## config.mk

```make
export PLATFORM = sky130hd
export DESIGN_NAME = button_event_decoder
export DESIGN_NICKNAME = d
export VERILOG_FILES = /design/src/rtl/btn_pkg.sv /design/src/rtl/event_slot.sv /design/src/rtl/button_event_decoder.sv
export SDC_FILE = /design/constraint.sdc
export NUM_CORES = 1
export LEC_CHECK = 0
export CAP_MARGIN = 20
export CORE_AREA = 2 2 63 65
export DETAILED_ROUTE_END_ITERATION = 12
export DIE_AREA = 0 0 65 67
export PLACE_DENSITY = 0.82
export SYNTH_ARGS = -nofsm -noshare
export SYNTH_HDL_FRONTEND = slang
export SYNTH_SLANG_ARGS = --single-unit
```

## constraint.sdc

```tcl
create_clock -name clk -period 2 [get_ports clk]
set_clock_uncertainty 0.1 [all_clocks]
set_input_delay 0.4 -clock clk [delete_from_list [all_inputs] [get_ports clk]]
set_output_delay 0.4 -clock clk [all_outputs]
set_load 0.03 [all_outputs]
```

## src/rtl/btn_pkg.sv

```systemverilog
// Shared event codes, FSM state encoding and timer sizing for the button event decoder.
package btn_pkg;

  typedef enum logic [1:0] {
    EV_PRESS   = 2'd0,
    EV_RELEASE = 2'd1,
    EV_LONG    = 2'd2,
    EV_REPEAT  = 2'd3
  } ev_code_e;

  typedef enum logic [1:0] {
    S_IDLE    = 2'd0,
    S_PRESSED = 2'd1,
    S_REPEAT  = 2'd2
  } state_e;

  // The timer must hold the larger terminal count without wrapping.
  function automatic int timer_w(input int a, input int b);
    return $clog2(((a > b) ? a : b) + 1);
  endfunction

endpackage

```

## src/rtl/event_slot.sv

```systemverilog
// One-entry valid/ready event holding register; a load into a full, unaccepted slot sets sticky overflow.
import btn_pkg::*;

module event_slot (
  input  logic       clk,
  input  logic       rst,
  input  logic       load,
  input  logic [1:0] code_in,
  input  logic       ready,
  output logic       valid,
  output logic [1:0] code,
  output logic       overflow
);

  logic free;
  assign free = !valid || ready;

  always_ff @(posedge clk or posedge rst) begin
    if (rst) begin
      valid    <= 1'b0;
      code     <= 2'd0;
      overflow <= 1'b0;
    end else begin
      if (load && free) begin
        valid <= 1'b1;
        code  <= code_in;
      end else if (load) begin
        overflow <= 1'b1;
      end else if (ready) begin
        valid <= 1'b0;
      end
    end
  end

endmodule

```

## src/rtl/button_event_decoder.sv

```systemverilog
// Turns a debounced button level into handshaked PRESS/RELEASE/LONG/REPEAT events.
import btn_pkg::*;

module button_event_decoder #(
  parameter int LONG_COUNTS   = 50_000_000,
  parameter int REPEAT_COUNTS = 10_000_000,
  parameter bit ACTIVE_LOW    = 1'b0
) (
  input  logic       clk,
  input  logic       rst,
  input  logic       button_level,
  input  logic       repeat_en,
  output logic       event_valid,
  output logic [1:0] event_code,
  input  logic       event_ready,
  output logic       held,
  output logic       overflow
);

  localparam int            TW        = timer_w(LONG_COUNTS, REPEAT_COUNTS);
  localparam logic [TW-1:0] LONG_LAST = TW'(LONG_COUNTS - 1);
  localparam logic [TW-1:0] REP_LAST  = TW'(REPEAT_COUNTS - 1);

  state_e        state, state_n;
  logic [TW-1:0] timer, timer_n;
  logic          prev_level, act, rise, fall;
  logic          ev_load;
  ev_code_e      ev_code;

  assign act  = button_level ^ ACTIVE_LOW;
  assign rise = act && !prev_level;
  assign fall = !act && prev_level;

  always_ff @(posedge clk or posedge rst) begin
    if (rst) begin
      state      <= S_IDLE;
      timer      <= '0;
      prev_level <= 1'b0;
      held       <= 1'b0;
    end else begin
      state      <= state_n;
      timer      <= timer_n;
      prev_level <= act;
      held       <= (state_n != S_IDLE);
    end
  end

  // Fall is tested before any threshold so a release always wins.
  always_comb begin
    state_n = state;
    timer_n = timer;
    ev_load = 1'b0;
    ev_code = EV_PRESS;
    unique case (state)
      S_IDLE: begin
        timer_n = '0;
        if (rise) begin
          ev_load = 1'b1;
          ev_code = EV_PRESS;
          state_n = S_PRESSED;
        end
      end
      S_PRESSED: begin
        if (fall) begin
          ev_load = 1'b1;
          ev_code = EV_RELEASE;
          state_n = S_IDLE;
          timer_n = '0;
        end else if (timer == LONG_LAST) begin
          ev_load = 1'b1;
          ev_code = EV_LONG;
          state_n = S_REPEAT;
          timer_n = '0;
        end else begin
          timer_n = timer + TW'(1);
        end
      end
      S_REPEAT: begin
        if (fall) begin
          ev_load = 1'b1;
          ev_code = EV_RELEASE;
          state_n = S_IDLE;
          timer_n = '0;
        end else if (!repeat_en) begin
          timer_n = '0;
        end else if (timer == REP_LAST) begin
          ev_load = 1'b1;
          ev_code = EV_REPEAT;
          timer_n = '0;
        end else begin
          timer_n = timer + TW'(1);
        end
      end
      default: begin
        state_n = S_IDLE;
        timer_n = '0;
      end
    endcase
  end

  event_slot u_slot (
    .clk      (clk),
    .rst      (rst),
    .load     (ev_load),
    .code_in  (ev_code),
    .ready    (event_ready),
    .valid    (event_valid),
    .code     (event_code),
    .overflow (overflow)
  );

endmodule

```

==> reports/summary.txt, run 1 <==
Status -> complete, no violations
Core area -> 0.00361 sq mm
Adder-cell area share of the yosys netlist -> 3.31%
Worst Tran Pin Value -> 0.410 ns
Total power -> 1.81 mW
Initial antenna violation count -> 0
Unique masters post-synth -> 40
Max Cap Violations -> 0
CTS sink count -> 34
Relative slew slack -> 72.7%
Post-synthesis sequential area ratio -> 45.0%
LEAKAGE -> 0.972 nW
CTS clk-pin slew, worst paths -> 0.07 ns
Most Crowded Layer GR -> met2
Seq. cell area -> 851 sq um
Antenna cells -> 0
Post-synth top cells -> 34 x dfrtp_1, 30 x nor2_1, 14 x xor2_1, 12 x nand2_1
Iteration-0 DRC Markers -> 59
CP max stage delay -> 0.38 ns
Ranking of synthesized cells by area -> dfrtp_1 45%, xor2_1 6.5%, nor2_1 6.0%
Pint -> 1.26 mW
Worst Path Arrival -> 2.04 ns
Net Sw Frac -> 30.8%
Total CTS buffers -> 5
Drt drc -> 0
HP Class -> flop to flop
Peak VDD IR -> 584 uV
Slowest cell on crit path -> or3_4
Avg Inst Size Synth -> 9.90 sq um
Pre-Repair DR Iteration Count -> 4
Row cnt -> 22
Power Dens Cells -> 780 mW/mm^2
Complex-gate fraction of the synthesized area -> 7.08%
Hold depth -> 1
CTS max path bufs -> 2
GR Layer Usage met1 -> 25.8%
Drt wl/cell -> 13.9 um
Antenna viol nets, final -> 0
Synthesized area -> 0.00189 sq mm
Largest net degree at the start of global routing -> 35
Yosys reg bits -> 34
Post-synth EDFFs -> 0
Post-Syn Nets -> 201
Buffers on Ports -> 9
Synth warn -> 0
Crit path kind -> flop to flop
Die area -> 0.00436 sq mm
Total wire length -> 3.83 mm
Number of I/O pins -> 10
Layout cells sized above 1 -> 21.6%
Worst Reg-to-Reg Cells -> 6
Peak Freq -> 525 MHz
Asr flop ratio synth -> 100%
Post-synth top area cell -> dfrtp_1
Comb pwr share -> 29.1%
Sw Pwr -> 0.559 mW
Critical path endpoint category -> flop
Die Ht -> 67 um
Post-CTS Setup Bufs -> 0
Required time worst endpoint -> 2.14 ns
First-pass GRT wire length -> 6.50 mm
Mux cell area share after synthesis -> 1.19%
Final Hold Viols -> 0
Area occupied by multi-input gates -> 0.00101 sq mm
Clock Tree Root -> clkbuf_8
Period utilization -> 95.2%
Top_reg_cell synth -> dfrtp_1
Min cycle time layout -> 1.90 ns
Final setup violation count -> 0
XOR/XNOR Fraction of Synth Area -> 11.1%
Vias per cell -> 5.41
Grt ovf -> 0
Vias in the first global route -> 1440
Initial Utilization -> 52.4%
All-layer global routing usage -> 20.3%
CP startpoint kind -> flop
CTS tree -> done
Crit path cell chain -> ha_2 -> and4_4 -> nand4_4 -> or3_4 -> a2111oi_4 -> or2_1
RSZ-0062 raised after global routing -> true
Post-CTS Hold Buffers -> 0
Routability cong. -> 0.858
Die width -> 65 um
Worst-path maximum fanout -> 3
Main combinational cell family by area after synthesis -> simple AND/OR/NAND/NOR gates
H-tree levels -> 2
M3 GR Usage -> 5.07%
Final Slew Violations -> 0
Layout filler cell count -> 290
Post-synthesis simple-gate area fraction -> 29.5%
Yosys top cell area share -> 45.0%
Worst-Skew Late Latency -> 0.29 ns
Dpl hpwl -> 2.74 mm
DR vias -> 1488
Area growth syn-to-layout -> 23.0%
Clock network fraction of design power -> 28.8%
Reg power frac -> 42.1%
Syn Inst Count -> 191
Met2 usage -> 32.0%
Worst Hold Slack -> 0.383 ns
Nets -> 236
Count leader, synth -> dfrtp_1
## kinds of logic after synthesis
family,after synthesis
AO/OA/AOI/OAI,19
XOR/XNOR,24
adder cells (fa/ha/maj),5
buffers and inverters,12
flip-flops,34
multiplexers,2
AND/OR/NAND/NOR,95
## worst max-delay path, delay by kind of cell, from the launching register on
kind	cells	cell delay, ns
AND/OR/NAND/NOR	4	0.90
AO/OA/AOI/OAI	1	0.31
adder cells (fa/ha/maj)	1	0.19
flip-flops	1	0.36
## layer usage
metal	vias up	routed length, um
met5	-	0
met4	0	80
met3	7	137
met2	34	1820
met1	708	1800
li1	739	-
## metrics by stage
stage / cell area [sq um] / std cells / setup TNS, ns / setup WS (ns) / util, %
after global placement: 2210 / 267 / -0.120 / -0.0604 / 61.2
after detailed placement: 2210 / 267 / -0.182 / -0.0915 / 61.2
after floorplan: 1890 / 191 / 0 / 0.00126 / -
final: 2330 / 275 / 0 / 0.0954 / 64.5
after global routing: 2330 / 275 / -0.0191 / -0.0128 / 64.5
after CTS: 2300 / 275 / 0 / 0.00504 / 63.7
## layout by cell type (no fill, tap or decap), types with 2 or more instances in the layout
| cell | count |
|---|---|
| and2_1 | 4 |
| o21ai_0 | 3 |
| o21ai_2 | 2 |
| inv_1 | 7 |
| clkdlybuf4s50_1 | 9 |
| nand2_1 | 12 |
| ha_1 | 4 |
| and4_2 | 2 |
| nand4_1 | 10 |
| a21oi_1 | 6 |
| nor3_1 | 4 |
| nand2b_1 | 2 |
| clkbuf_8 | 6 |
| a31oi_1 | 2 |
| nand3_1 | 9 |
| dfrtp_1 | 34 |
| buf_4 | 23 |
| and4_1 | 3 |
| mux2_2 | 2 |
| xor2_1 | 14 |
| nor2_1 | 30 |
| and3b_1 | 2 |
| xnor2_1 | 10 |
| or2_2 | 2 |
## final timing paths
kind	from	end	slack [ns]
worst max register to register	timer[1]	held	0.1
min in group asynchronous	rst	timer[0]	0.40
worst min-delay path	u_slot.overflow	u_slot.overflow	0.38
max in group asynchronous	rst	timer[18]	1.10
worst min register to register	u_slot.overflow	u_slot.overflow	0.38
worst max-delay path	timer[1]	held	0.1
## power groups by stage
stage / sequential [mW] / combinational (mW) / clock, mW
4_1_cts: 0.764 / 0.515 / 0.538
6_report: 0.765 / 0.528 / 0.522
3_5_place_dp: 0.776 / 0.512 / 0
3_3_place_gp: 0.773 / 0.507 / 0
2_1_floorplan: 0.843 / 0.224 / 0
5_1_grt: 0.768 / 0.581 / 0.560
## repair_timing
action                                 CTS  global route
setup endpoints to repair                1            29
endpoints found under the hold margin    0             0
gates resized for setup                  0             9
pin swaps                                1             2
## area by class of cell
type	count	share of cell area [%]
flip-flops and latches	34	36.6
clock buffers	7	3.71
multi-input cells	145	43.6
inverters	7	1.13
well taps	48	2.58
clock inverters	1	0.215
repair buffers	33	12.2
## sequential cells by signal, summed over array words and instances (netlist names)
signal and flops:
timer 26, state 2, u_slot.code 2, held 1, prev_level 1, u_slot.overflow 1
u_slot.valid 1
No activity file was read; power rests on OpenSTA's default activity.
==> run 2, diff against run 1 <==
--- a/config.mk
+++ b/config.mk
@@ -6,10 +6,12 @@
 export NUM_CORES = 1
 export LEC_CHECK = 0
 export CAP_MARGIN = 20
-export CORE_AREA = 2 2 63 65
+export CORE_AREA = 2 2 60 62
+export CTS_CLUSTER_DIAMETER = 100
 export DETAILED_ROUTE_END_ITERATION = 12
-export DIE_AREA = 0 0 65 67
-export PLACE_DENSITY = 0.82
+export DIE_AREA = 0 0 62 64
+export PLACE_DENSITY = 0.86
+export SLEW_MARGIN = 15
 export SYNTH_ARGS = -nofsm -noshare
 export SYNTH_HDL_FRONTEND = slang
 export SYNTH_SLANG_ARGS = --single-unit
==> constraint.sdc (replaced) <==
create_clock -name clk -period 2.1 [get_ports clk]
set_clock_uncertainty 0.1 [all_clocks]
set_input_delay 0.42 -clock clk [delete_from_list [all_inputs] [get_ports clk]]
set_output_delay 0.42 -clock clk [all_outputs]
set_load 0.03 [all_outputs]
==> run 2 against run 1 <==
  * Register-to-register slack gained 0.03 ns
  * Die area down 8.9%
  * Clock-buffer cell count stayed put
  * Critical path depth unchanged
  * Via count is 0.54% lower
  * First-iteration DRC count fell by 15%
  * Cell count down 4.4%
  * Clock power shrank 27%
  * Global-route usage is 1.9 points higher
==> reports/summary.txt, run 2 (synthesis gave the netlist of run 1 again) <==
Status -> complete, no violations
Drt wl/cell -> 14.2 um (+1.9%)
Worst-Skew Late Latency -> 0.33 ns (+0.04 ns)
Drt drc -> 0 (unchanged)
Antenna cells -> 0 (unchanged)
Die area -> 0.00397 sq mm (-8.9%)
Iteration-0 DRC Markers -> 50 (-15%)
Area growth syn-to-layout -> 15.8%
Post-CTS Hold Buffers -> 0 (unchanged)
Grt ovf -> 0 (unchanged)
Initial antenna violation count -> 0 (unchanged)
DR vias -> 1480 (-0.54%)
Layout cells sized above 1 -> 18.0% (-3.6 points)
Final Hold Viols -> 0 (unchanged)
H-tree levels -> 2 (unchanged)
Vias per cell -> 5.63 (+4.0%)
HP Class -> input port to async pin
Required time worst endpoint -> 2.28 ns (+0.14 ns)
Number of I/O pins -> 10 (unchanged)
Peak VDD IR -> 579 uV (-0.77%)
Critical path endpoint category -> flop
Row cnt -> 21 (-4.5%)
Largest net degree at the start of global routing -> 35 (unchanged)
CTS max path bufs -> 2 (unchanged)
Period utilization -> 94.0% (-1.3 points)
Die width -> 62 um (-4.6%)
Pre-Repair DR Iteration Count -> 4 (unchanged)
Largest register FFs -> 26 (unchanged)
CP startpoint kind -> flop
Worst-path maximum fanout -> 5 (+2)
Vias in the first global route -> 1485 (+3.1%)
Worst Reg-to-Reg Cells -> 6 (unchanged)
Core area -> 0.00328 sq mm (-8.9%)
Total CTS buffers -> 5 (unchanged)
Worst Path Arrival -> 2.16 ns (+0.12 ns)
Power Dens Cells -> 710 mW/mm^2 (-9.0%)
Antenna viol nets, final -> 0 (unchanged)
Peak Freq -> 507 MHz (-3.5%)
CTS tree -> done
First-pass GRT wire length -> 6.63 mm (+2.0%)
Crit path kind -> flop to flop
Seq. cell area -> 856 sq um (+0.59%)
CTS clk-pin slew, worst paths -> 0.10 ns (+0.03 ns)
Min cycle time layout -> 1.97 ns (+0.0684 ns)
Initial Utilization -> 57.6% (+5.1 points)
Area occupied by multi-input gates -> 993 sq um (-2.1%)
Worst Hold Slack -> 0.368 ns (-0.0148 ns)
Final Util -> 66.6% (+2.1 points)
Dpl hpwl -> 2.68 mm (-2.5%)
LEAKAGE -> 0.896 nW (-7.9%)
Relative slew slack -> 68.9% (-3.8 points)
Largest register by flop count -> timer
Max Cap Violations -> 0 (unchanged)
Top flop regs -> timer x26, state x2, u_slot.code x2
Most frequent cells in the layout -> 30 x nor2_1, 30 x dfrtp_1, 14 x xor2_1, 14 x buf_4, 12 x nand2_1
Final Slew Violations -> 0 (unchanged)
Worst Tran Pin Value -> 0.463 ns (+0.0532 ns)
Buffers on Ports -> 9 (unchanged)
Routability cong. -> 0.838 (-2.3%)
CTS sink count -> 34 (unchanged)
Die Ht -> 64 um (-4.5%)
Clock Tree Root -> clkbuf_4
Total wire length -> 3.74 mm (-2.6%)
Final setup violation count -> 0 (unchanged)
All-layer global routing usage -> 22.2% (+1.9 points)
Nets -> 226 (-4.2%)
Layout filler cell count -> 267 (-7.9%)
==> run 2: cell types whose count changed in the layout (fill, tap and decap cells not counted), sizes merged <==
| cell | before | now |
|---|---|---|
| buf | 24 | 14 |
==> run 2: stage by stage <==
step                setup TNS [ns]  area (sq um)  setup WS [ns]  cells  power (mW)
floorplan                        0          1890          0.101    191        1.02
global placement                 0          2110         0.0233    254        1.16
detailed placement         -0.0576          2110        -0.0251    254        1.17
CTS                              0          2170         0.0276    262        1.55
global route               -0.0377          2190        -0.0259    263        1.65
finish                           0          2190          0.127    263        1.55
==> run 2: what timing repair did <==
action / 4_1_cts / 5_1_grt
setup buffers: 0 / 1
gates resized for setup: 0 / 8
setup endpoints to repair: 0 / 29
==> run 2: final timing paths <==
check | slack, ns | to | start
worst min-delay path | 0.37 | timer[3] | rst
min in group clk | 0.39 | u_slot.overflow | u_slot.overflow
worst min register to register | 0.39 | u_slot.overflow | u_slot.overflow
worst max register to register | 0.13 | held | state[1]
max in group asynchronous | 1.20 | timer[19] | rst
worst max-delay path | 0.13 | held | state[1]
==> run 2: report_power, final <==
part           internal, mW  switching [mW]  total [mW]
Combinational         0.175           0.264       0.439
Clock                 0.162           0.217       0.379
Sequential            0.703          0.0324       0.736
==> run 2: layer usage <==
metal	routed length [um]	share of wire (%)	vias up	track usage, %
met1	1700	46	716	29.6
met5	0	0	-	0
li1	-	-	716	-
met2	1810	48	35	34.4
met4	104	2.8	0	9.57
met3	124	3.3	13	4.66
==> run 2: final cells by class <==
class / count / area share, %
multi-input combinational: 145 / 45.4
sequential: 34 / 39.1
timing repair buffer: 23 / 8.92
tap: 46 / 2.63
clock buffer: 7 / 2.52
inverter: 7 / 1.20
clock inverter: 1 / 0.229
==> run 2: worst max-delay path: stages (launching register included) <==
cell and delay, ns:
dfrtp_2 0.45, inv_1 0.16, ha_2 0.24, nand2_1 0.06, or3_4 0.41, a2111oi_4 0.36
or2_1 0.13
==> run 3, diff against run 2 <==
--- a/config.mk
+++ b/config.mk
@@ -6,12 +6,13 @@
 export NUM_CORES = 1
 export LEC_CHECK = 0
 export CAP_MARGIN = 20
-export CORE_AREA = 2 2 60 62
+export CORE_AREA = 2 2 51 72
 export CTS_CLUSTER_DIAMETER = 100
 export DETAILED_ROUTE_END_ITERATION = 12
-export DIE_AREA = 0 0 62 64
+export DIE_AREA = 0 0 53 74
 export PLACE_DENSITY = 0.86
 export SLEW_MARGIN = 15
 export SYNTH_ARGS = -nofsm -noshare
 export SYNTH_HDL_FRONTEND = slang
 export SYNTH_SLANG_ARGS = --single-unit
+export TNS_END_PERCENT = 5
==> constraint.sdc (replaced) <==
create_clock -name clk -period 1.9 [get_ports clk]
set_clock_uncertainty 0.1 [all_clocks]
set_input_delay 0.38 -clock clk [delete_from_list [all_inputs] [get_ports clk]]
set_output_delay 0.38 -clock clk [all_outputs]
set_load 0.03 [all_outputs]
==> run 3 against run 2 <==
  * Die area fell by 1.2%
  * Sequential cell count unchanged
  * Global-route usage grew 2.4 points
  * Non-clock buffer count up 23
  * Combinational power increased by 35%
  * Setup slack lost 0.11 ns
  * Clock-buffer cell count unchanged
  * Register-to-register slack got worse by 0.11 ns
==> reports/summary.txt, run 3 (synthesis gave the netlist of run 1 again) <==
Status -> complete, no violations
Max Cap Violations -> 0 (unchanged)
Routability cong. -> 0.825 (-1.6%)
R2r endpoint -> held
Final Hold Viols -> 0 (unchanged)
Min cycle time layout -> 1.88 ns (-0.0940 ns)
Worst Hold Slack -> 0.379 ns (+0.0111 ns)
RSZ-0062 raised after global routing -> true
CTS sink count -> 34 (unchanged)
All-layer global routing usage -> 24.6% (+2.4 points)
Initial antenna violation count -> 0 (unchanged)
Worst-Skew Late Latency -> 0.29 ns (-0.04 ns)
Met3 routed WL -> 144 um (+16%)
Most frequent cells in the layout -> 36 x buf_4, 34 x dfrtp_1, 30 x nor2_1
H-tree levels -> 2 (unchanged)
Max layer used -> met4
Core area -> 0.00328 sq mm (unchanged)
Die Ht -> 74 um (+16%)
Worst-path maximum fanout -> 3 (-2)
Reg2reg start -> timer[1]
First-pass GRT wire length -> 6.91 mm (+4.3%)
Initial Utilization -> 57.6% (unchanged)
Worst Path Arrival -> 2.01 ns (-0.15 ns)
Total power -> 1.94 mW (+25%)
Die area -> 0.00392 sq mm (-1.2%)
Clock Tree Root -> clkbuf_8
Nets -> 249 (+10%)
Antenna cells -> 0 (unchanged)
CTS tree -> done
Required time worst endpoint -> 2.03 ns (-0.25 ns)
Dpl hpwl -> 2.96 mm (+11%)
Worst Tran Pin Value -> 0.447 ns (-0.0157 ns)
Area growth syn-to-layout -> 26.9%
Critical path endpoint category -> flop
Worst reg2reg setup slack -> 0.02 ns (-0.11 ns)
LEAKAGE -> 1.04 nW (+16%)
Total wire length -> 4.15 mm (+11%)
Period utilization -> 98.9% (+4.9 points)
Vias in the first global route -> 1541 (+3.8%)
Iteration-0 DRC Markers -> 34 (-32%)
Peak Freq -> 532 MHz (+5.0%)
Drt wl/cell -> 14.8 um (+4.3%)
Pre-Repair DR Iteration Count -> 4 (unchanged)
Worst Reg-to-Reg Cells -> 6 (unchanged)
Largest register by flop count -> timer
Final Slew Violations -> 0 (unchanged)
Layout cells sized above 1 -> 24.6% (+6.6 points)
Top flop regs -> timer x26, state x2, u_slot.code x2
Crit path kind -> flop to flop
Power Dens Cells -> 810 mW/mm^2 (+14%)
Row cnt -> 25 (+19%)
Met1 WL -> 1.68 mm (-1.5%)
HP Class -> input port to async pin
CP startpoint kind -> flop
CTS clk-pin slew, worst paths -> 0.07 ns (-0.03 ns)
CTS max path bufs -> 2 (unchanged)
Met2 wire length -> 2.29 mm (+27%)
DR vias -> 1567 (+5.9%)
Relative slew slack -> 69.8% (+0.83 points)
Largest net degree at the start of global routing -> 35 (unchanged)
Most common cell after layout, fill and taps aside -> buf_4
Die width -> 53 um (-15%)
Total CTS buffers -> 5 (unchanged)
Buffers on Ports -> 9 (unchanged)
Antenna viol nets, final -> 0 (unchanged)
Vias per cell -> 5.60 (-0.55%)
Final setup violation count -> 0 (unchanged)
Largest register FFs -> 26 (unchanged)
Drt drc -> 0 (unchanged)
Grt ovf -> 0 (unchanged)
Peak VDD IR -> 624 uV (+7.7%)
Number of I/O pins -> 10 (unchanged)
[run 3: changes by cell type in the layout (fill, tap and decap cells not counted), sizes merged]
cell  before  now
buf       14   37
[run 3: per-stage QoR]
step / setup WS [ns] / TNS, ns / util (%) / area (sq um) / std cells
after CTS: 0.00717 / 0 / 72.5 / 2380 / 279
final: 0.0210 / 0 / 73.1 / 2400 / 280
after detailed placement: -0.183 / -0.608 / 69.5 / 2280 / 270
after floorplan: -0.00603 / -0.0121 / - / 1890 / 191
after global placement: -0.174 / -0.510 / 69.5 / 2280 / 270
after global routing: -0.0730 / -0.208 / 73.1 / 2400 / 280
[run 3: report_power, final]
part | switching, mW | leakage, nW | internal, mW
sequential | 0.0270 | 0.463 | 0.777
clock | 0.253 | 0.0482 | 0.292
combinational | 0.321 | 0.524 | 0.273
total | 0.601 | 1.04 | 1.34
[run 3: critical path, cell delays in order, from the launching register on]
cell       delay, ns
dfrtp_1         0.36
ha_2            0.20
and4_4          0.24
nand4_4         0.11
or3_4           0.37
a2111oi_4       0.30
or2_1           0.15
[run 3: area by class of cell]
class / count / area [sq um]
timing repair buffer: 46 / 380
tap: 40 / 50.0
inverter: 7 / 26.3
multi-input combinational: 145 / 1000
clock inverter: 1 / 5.00
sequential: 34 / 851
fill: 246 / 885
clock buffer: 7 / 86.3
[run 3: worst max path at each step]
stage	from	end	slack, ns
after floorplan	state[1]	u_slot.code[0]	-0.006
after global placement	button_level	u_slot.code[0]	-0.17
after detailed placement	button_level	u_slot.code[1]	-0.18
after CTS	timer[0]	held	0.007
after global routing	timer[0]	held	-0.07
final	timer[1]	held	0.02
[run 3: metal layers]
layer | vias to the layer above | track usage, %
met4 | 0 | 8.83
met3 | 4 | 6.63
li1 | 765 | -
met5 | - | 0
met2 | 33 | 44.9
met1 | 765 | 26.9
[run 3: what timing repair did]
item,in CTS,in global routing
buffers inserted,1,1
hold buffers,0,0
resized for setup,0,5
pin swaps,0,2
cloned,0,0
setup endpoints to repair,1,30
